File: src/rtl/mesi_snoop_arbiter.sv
// Round-robin owner selection and snoop broadcast/collect sequencer for the shared coherence bus.
// Define SNOOP_TIMEOUT_EN to bound SNOOP residency to TIMEOUT cycles (missing cores read as no-hit).
module mesi_snoop_arbiter #(
  parameter int NUM_CORES = 4,
  parameter int ADDR_W    = 32,
  parameter int TIMEOUT   = 15
) (
  input  logic                        clk_i,
  input  logic                        rst_i,
  input  logic [NUM_CORES-1:0]        req_i,
  input  logic [NUM_CORES*ADDR_W-1:0] req_addr_i,
  input  logic [NUM_CORES-1:0]        req_wr_i,
  input  logic [NUM_CORES-1:0]        snoop_resp_i,
  input  logic [NUM_CORES-1:0]        snoop_done_i,
  output logic [NUM_CORES-1:0]        grant_o,
  output logic [NUM_CORES-1:0]        snoop_req_o,
  output logic [ADDR_W-1:0]           snoop_addr_o,
  output logic                        snoop_inv_o,
  output logic [1:0]                  upd_state_o,
  output logic [NUM_CORES-1:0]        done_o,
  output logic                        busy_o
);
  localparam int IDX_W = (NUM_CORES > 1) ? $clog2(NUM_CORES) : 1;

  localparam logic [1:0] MESI_M = 2'b00;
  localparam logic [1:0] MESI_E = 2'b01;
  localparam logic [1:0] MESI_S = 2'b10;
  localparam logic [1:0] MESI_I = 2'b11;

  typedef enum logic [1:0] {IDLE, SNOOP, RESOLVE, DONE} state_t;

  state_t               state_q, state_d;
  logic [IDX_W-1:0]     owner_q, owner_d;
  logic [IDX_W-1:0]     rr_ptr_q, rr_ptr_d;
  logic                 wr_q, wr_d;
  logic [ADDR_W-1:0]    addr_q, addr_d;
  logic [NUM_CORES-1:0] seen_q, seen_d;
  logic                 hit_q, hit_d;
  logic [NUM_CORES-1:0] grant_q, grant_d;
  logic [NUM_CORES-1:0] sreq_q, sreq_d;
  logic [NUM_CORES-1:0] done_q, done_d;
  logic [1:0]           upd_q, upd_d;
  logic                 busy_q, busy_d;

  logic                 pick_vld;
  logic [IDX_W-1:0]     pick_idx;
  logic [IDX_W:0]       cand;
  logic [NUM_CORES-1:0] pick_oh;
  logic [ADDR_W-1:0]    pick_addr;
  logic                 pick_wr;
  logic                 all_seen;
  logic                 tmo_hit;

  // First requester at or after rr_ptr, wrapping modulo NUM_CORES.
  always_comb begin
    pick_vld = 1'b0;
    pick_idx = '0;
    cand     = '0;
    for (int i = 0; i < NUM_CORES; i++) begin
      cand = {1'b0, rr_ptr_q} + (IDX_W+1)'(i);
      if (cand >= (IDX_W+1)'(NUM_CORES)) cand = cand - (IDX_W+1)'(NUM_CORES);
      if (!pick_vld && req_i[cand[IDX_W-1:0]]) begin
        pick_vld = 1'b1;
        pick_idx = cand[IDX_W-1:0];
      end
    end
  end

  always_comb begin
    pick_oh   = '0;
    pick_addr = '0;
    pick_wr   = 1'b0;
    for (int k = 0; k < NUM_CORES; k++) begin
      if (pick_idx == IDX_W'(k)) begin
        pick_oh[k] = 1'b1;
        pick_addr  = req_addr_i[k*ADDR_W +: ADDR_W];
        pick_wr    = req_wr_i[k];
      end
    end
  end

`ifdef SNOOP_TIMEOUT_EN
  logic [7:0] tmo_q, tmo_d;

  assign tmo_hit = (state_q == SNOOP) && (tmo_q == 8'(TIMEOUT - 1));

  always_comb begin
    tmo_d = tmo_q;
    if (state_q == SNOOP) tmo_d = tmo_q + 8'd1;
    if (state_q != SNOOP && state_d == SNOOP) tmo_d = '0;
  end

  always_ff @(posedge clk_i) begin
    if (rst_i) tmo_q <= '0;
    else       tmo_q <= tmo_d;
  end
`else
  assign tmo_hit = 1'b0;
`endif

  always_comb begin
    state_d  = state_q;
    owner_d  = owner_q;
    rr_ptr_d = rr_ptr_q;
    wr_d     = wr_q;
    addr_d   = addr_q;
    seen_d   = seen_q;
    hit_d    = hit_q;
    grant_d  = grant_q;
    sreq_d   = sreq_q;
    done_d   = '0;
    upd_d    = upd_q;
    all_seen = &(seen_q | snoop_done_i | grant_q);
    unique case (state_q)
      IDLE: begin
        if (pick_vld) begin
          state_d = SNOOP;
          owner_d = pick_idx;
          wr_d    = pick_wr;
          addr_d  = pick_addr;
          grant_d = pick_oh;
          sreq_d  = ~pick_oh;
        end
      end
      SNOOP: begin
        // Owner's own handshake never counts toward completion or hit.
        seen_d = seen_q | (snoop_done_i & ~grant_q);
        hit_d  = hit_q | (|(snoop_resp_i & snoop_done_i & ~grant_q));
        if (all_seen || tmo_hit) begin
          state_d = RESOLVE;
          sreq_d  = '0;
        end
      end
      RESOLVE: begin
        if (wr_q)       upd_d = MESI_M;
        else if (hit_q) upd_d = MESI_S;
        else            upd_d = MESI_E;
        done_d  = grant_q;
        state_d = DONE;
      end
      DONE: begin
        rr_ptr_d = (owner_q == IDX_W'(NUM_CORES - 1)) ? '0 : owner_q + 1'b1;
        seen_d   = '0;
        hit_d    = 1'b0;
        grant_d  = '0;
        state_d  = IDLE;
      end
      default: state_d = IDLE;
    endcase
    busy_d = (state_d != IDLE);
  end

  always_ff @(posedge clk_i) begin
    if (rst_i) begin
      state_q  <= IDLE;
      owner_q  <= '0;
      rr_ptr_q <= '0;
      wr_q     <= 1'b0;
      addr_q   <= '0;
      seen_q   <= '0;
      hit_q    <= 1'b0;
      grant_q  <= '0;
      sreq_q   <= '0;
      done_q   <= '0;
      upd_q    <= MESI_I;
      busy_q   <= 1'b0;
    end else begin
      state_q  <= state_d;
      owner_q  <= owner_d;
      rr_ptr_q <= rr_ptr_d;
      wr_q     <= wr_d;
      addr_q   <= addr_d;
      seen_q   <= seen_d;
      hit_q    <= hit_d;
      grant_q  <= grant_d;
      sreq_q   <= sreq_d;
      done_q   <= done_d;
      upd_q    <= upd_d;
      busy_q   <= busy_d;
    end
  end

  assign grant_o      = grant_q;
  assign snoop_req_o  = sreq_q;
  assign snoop_addr_o = addr_q;
  assign snoop_inv_o  = wr_q;
  assign upd_state_o  = upd_q;
  assign done_o       = done_q;
  assign busy_o       = busy_q;

endmodule

File: config.mk
export PLATFORM = sky130hd
export DESIGN_NAME = mesi_snoop_arbiter
export DESIGN_NICKNAME = d
export VERILOG_FILES = /design/src/rtl/mesi_snoop_arbiter.sv
export SDC_FILE = /design/constraint.sdc
export NUM_CORES = 1
export LEC_CHECK = 0
export ABC_AREA = 1
export CAP_MARGIN = 20
export CORE_MARGIN = 2
export CORE_UTILIZATION = 44
export CTS_CLUSTER_SIZE = 16
export DETAILED_ROUTE_END_ITERATION = 8
export PLACE_DENSITY_LB_ADDON = 0.2
export SETUP_SLACK_MARGIN = 0.4
export SYNTH_ARGS = -nofsm -noshare
export SYNTH_HDL_FRONTEND = slang
export SYNTH_SLANG_ARGS = --single-unit
export TNS_END_PERCENT = 30
File: constraint.sdc
create_clock -name clk_i -period 4.4 [get_ports clk_i]
set_input_delay 0.66 -clock clk_i [delete_from_list [all_inputs] [get_ports clk_i]]
set_output_delay 0.66 -clock clk_i [all_outputs]
set_load 0.02 [all_outputs]
==> metrics <==
outcome complete, no violations; die area around 9400 sq um; DRT Pass-1 Iters 5; initial antenna violation count 0; Final Wtd Congestion around 0.93; Detail Route Antenna Nets 0; grt met3 use under 10%; largest area contributor in the netlist dfxtp_1; Yosys top cell area share 31.1%; IO Pins ~190; Peak Freq approximately 330 MHz; vias in the first global route roughly 4400; cell with the most instances after synthesis nand2_1; Iteration-0 DRC Markers around 210; Setup Crit Path Kind in -> reg; clk sinks 59; maxcap violations 0; max_slew headroom 47.7%; ys flop type dfxtp_1; crit start category input pin; Die Width 96.9 um; Post-synth EDFFs 0; Post-Synthesis Cell Area around 3800 sq um; layout cells sized above 1 4.96%; GR Layer Usage met2 49.3%; Nets roughly 950; Vert. Die Dim 96.9 um; root buffer cell clkbuf_8; Slew Limit Fails 0; Post-Route WL roughly 13000 um; Final Util 70.5%; Area growth, synth to finish 54.0%; PostCTS Resize Cnt 0; Antenna diodes 0; CP endpoint kind flip-flop; gr ovfl total 0; crit-path most repeated cell nand3_1; largest net degree at the start of global routing between 50 and 60; first-pass GRT wire length 21500 um; syn nets between 700 and 800; Num CTS Buffers 9; Vias/cell 5.13; routed length per instance 14.6 um; Hold WC Path Type reg -> reg; gr busiest metal met2; crit-path max FO 54; signal arrival time at the worst endpoint 3330 ps; register bit total from synthesis 59; Crit path largest cell delay a little over 700 ps; final worst path period share ~69%; RSZ-0062 raised after global routing false; CTS tree yes; number of post-CTS setup repair buffers 0; synth unique cells 32; Initial Utilization 45.7%; GRT Util Overall 27.7%; Post-DP HPWL 9560 um; CP required roughly 4700 ps; Clock Latency Late Sink 350 ps; via count approximately 4700; fin crit period approximately 3100 ps; actual slew at the worst max-slew pin a little under 800 ps; core footprint 8300 sq um; H-tree Lvls 3; hold buffers post-CTS 0; register area share after synthesis ~31%; Peak VDD IR ~0.24 mV; clock skew roughly 11 ps; # port buffers around 190; synthesized area per cell between 6 and 7 sq um; clock slew at reported path FFs 80 ps; Rows 33; yosys warns 0; final setup TNS 0 ps; synth top area cells dfxtp_1 31%, nand2_1 24%, nand3_1 12%; Synth top cells by count 242 x nand2_1, 88 x nand3_1, 59 x dfxtp_1, 58 x inv_1, 48 x a21oi_1; drc violations 0; Syn Inst Count 631; Pleak 2.62 nW; CP max-delay cell nor2_4; Critical Path, Cell by Cell clkdlybuf4s50_1, inv_1, nand2_1, nand3_1, nand2_2, nor2_4, nand3_1, nand2_2, nand2_4, nor2_4, nand3_1, nand2_1, inv_1, a21oi_1; PwrDens approximately 340 nW/um^2; met1 Use GR 31.8%; final hold vios 0; clock buffer depth 2; Final setup viols 0; async set-reset flop share out of synthesis 0%
## flip-flops by register name, indices dropped and copies added, names as in the netlist
name,flops
busy_o,1
done_o,4
grant_o,4
hit_q,1
owner_q,2
rr_ptr_q,2
seen_q,4
snoop_addr_o,32
snoop_inv_o,1
snoop_req_o,4
state_q,2
upd_state_o,2
## area by class of cell
| class | count | area (sq um) |
|---|---|---|
| Fill cell | 725 | 2450 |
| Multi-Input combinational cell | 471 | 2120 |
| Timing Repair Buffer | 197 | 1970 |
| Sequential cell | 59 | 1180 |
| Inverter | 63 | 236 |
| Tap cell | 105 | 131 |
| Clock buffer | 9 | 124 |
| Clock inverter | 7 | 82.6 |
## power breakdown
part | leakage, nW | internal, mW | total (mW) | switching, mW
sequential | 0.486 | 0.607 | 0.653 | 0.0462
clock | 0.105 | 0.271 | 0.528 | 0.256
combinational | 2.03 | 0.361 | 0.808 | 0.448
total | 2.62 | 1.24 | 1.99 | 0.750
## final timing paths
path                                  from                             to  slack, ps  cells after the start
hold reg to reg     seen_q[0]$_SDFFE_PP0P_         seen_q[0]$_SDFFE_PP0P_        450                      2
hold / removal      seen_q[0]$_SDFFE_PP0P_         seen_q[0]$_SDFFE_PP0P_        450                      2
setup reg to reg  rr_ptr_q[0]$_SDFFE_PP0P_  snoop_addr_o[14]$_SDFFE_PP0P_       1430                     14
setup / recovery                  req_i[1]  snoop_addr_o[14]$_SDFFE_PP0P_       1340                     14
## cell usage in the layout, fill, tap and decap left out, drive strengths merged
master	count
a21oi	48
a31oi	1
a32oi	1
buf	5
bufinv	1
clkbuf	9
clkdlybuf4s50	192
clkinv	2
dfxtp	59
ha	1
inv	67
nand2	247
nand3	90
nand3b	3
nand4	2
nor2	30
nor3	7
nor3b	2
nor4	1
o21ai	36
o31ai	2
## per-stage QoR
step                hold WS, ps  total power, mW  area (sq um)  setup WS [ps]  cells
finish                      451             1.99          5850           1340    911
floorplan                   421             1.15          3800           2400    631
CTS                         453             1.99          5850           1380    911
global placement            436             1.45          5640           1170    895
detailed placement          442             1.47          5640           1010    895
global route                473             2.11          5850           1140    911
## routing by layer
layer | vias up | wire length (um)
met5 | - | 0
met4 | 0 | 380
met3 | 31 | 897
met2 | 195 | 6570
met1 | 2096 | 5460
li1 | 2347 | -
## kinds of logic after synthesis
logic type | Yosys count | synth area share (%)
flip-flops | 59 | 31.1
adder cells (fa/ha/maj) | 1 | 0.330
buffers and inverters | 101 | 13.0
AO/OA/AOI/OAI | 88 | 12.0
AND/OR/NAND/NOR | 382 | 43.6
## worst max-delay path: cells and delay by family
kind	cells	cell delay, ps
and+or+nand+nor	10	1970
buffers and inverters	3	540
AOI/OAI and AO/OA	1	130
Power figures use the tool's default switching activity.
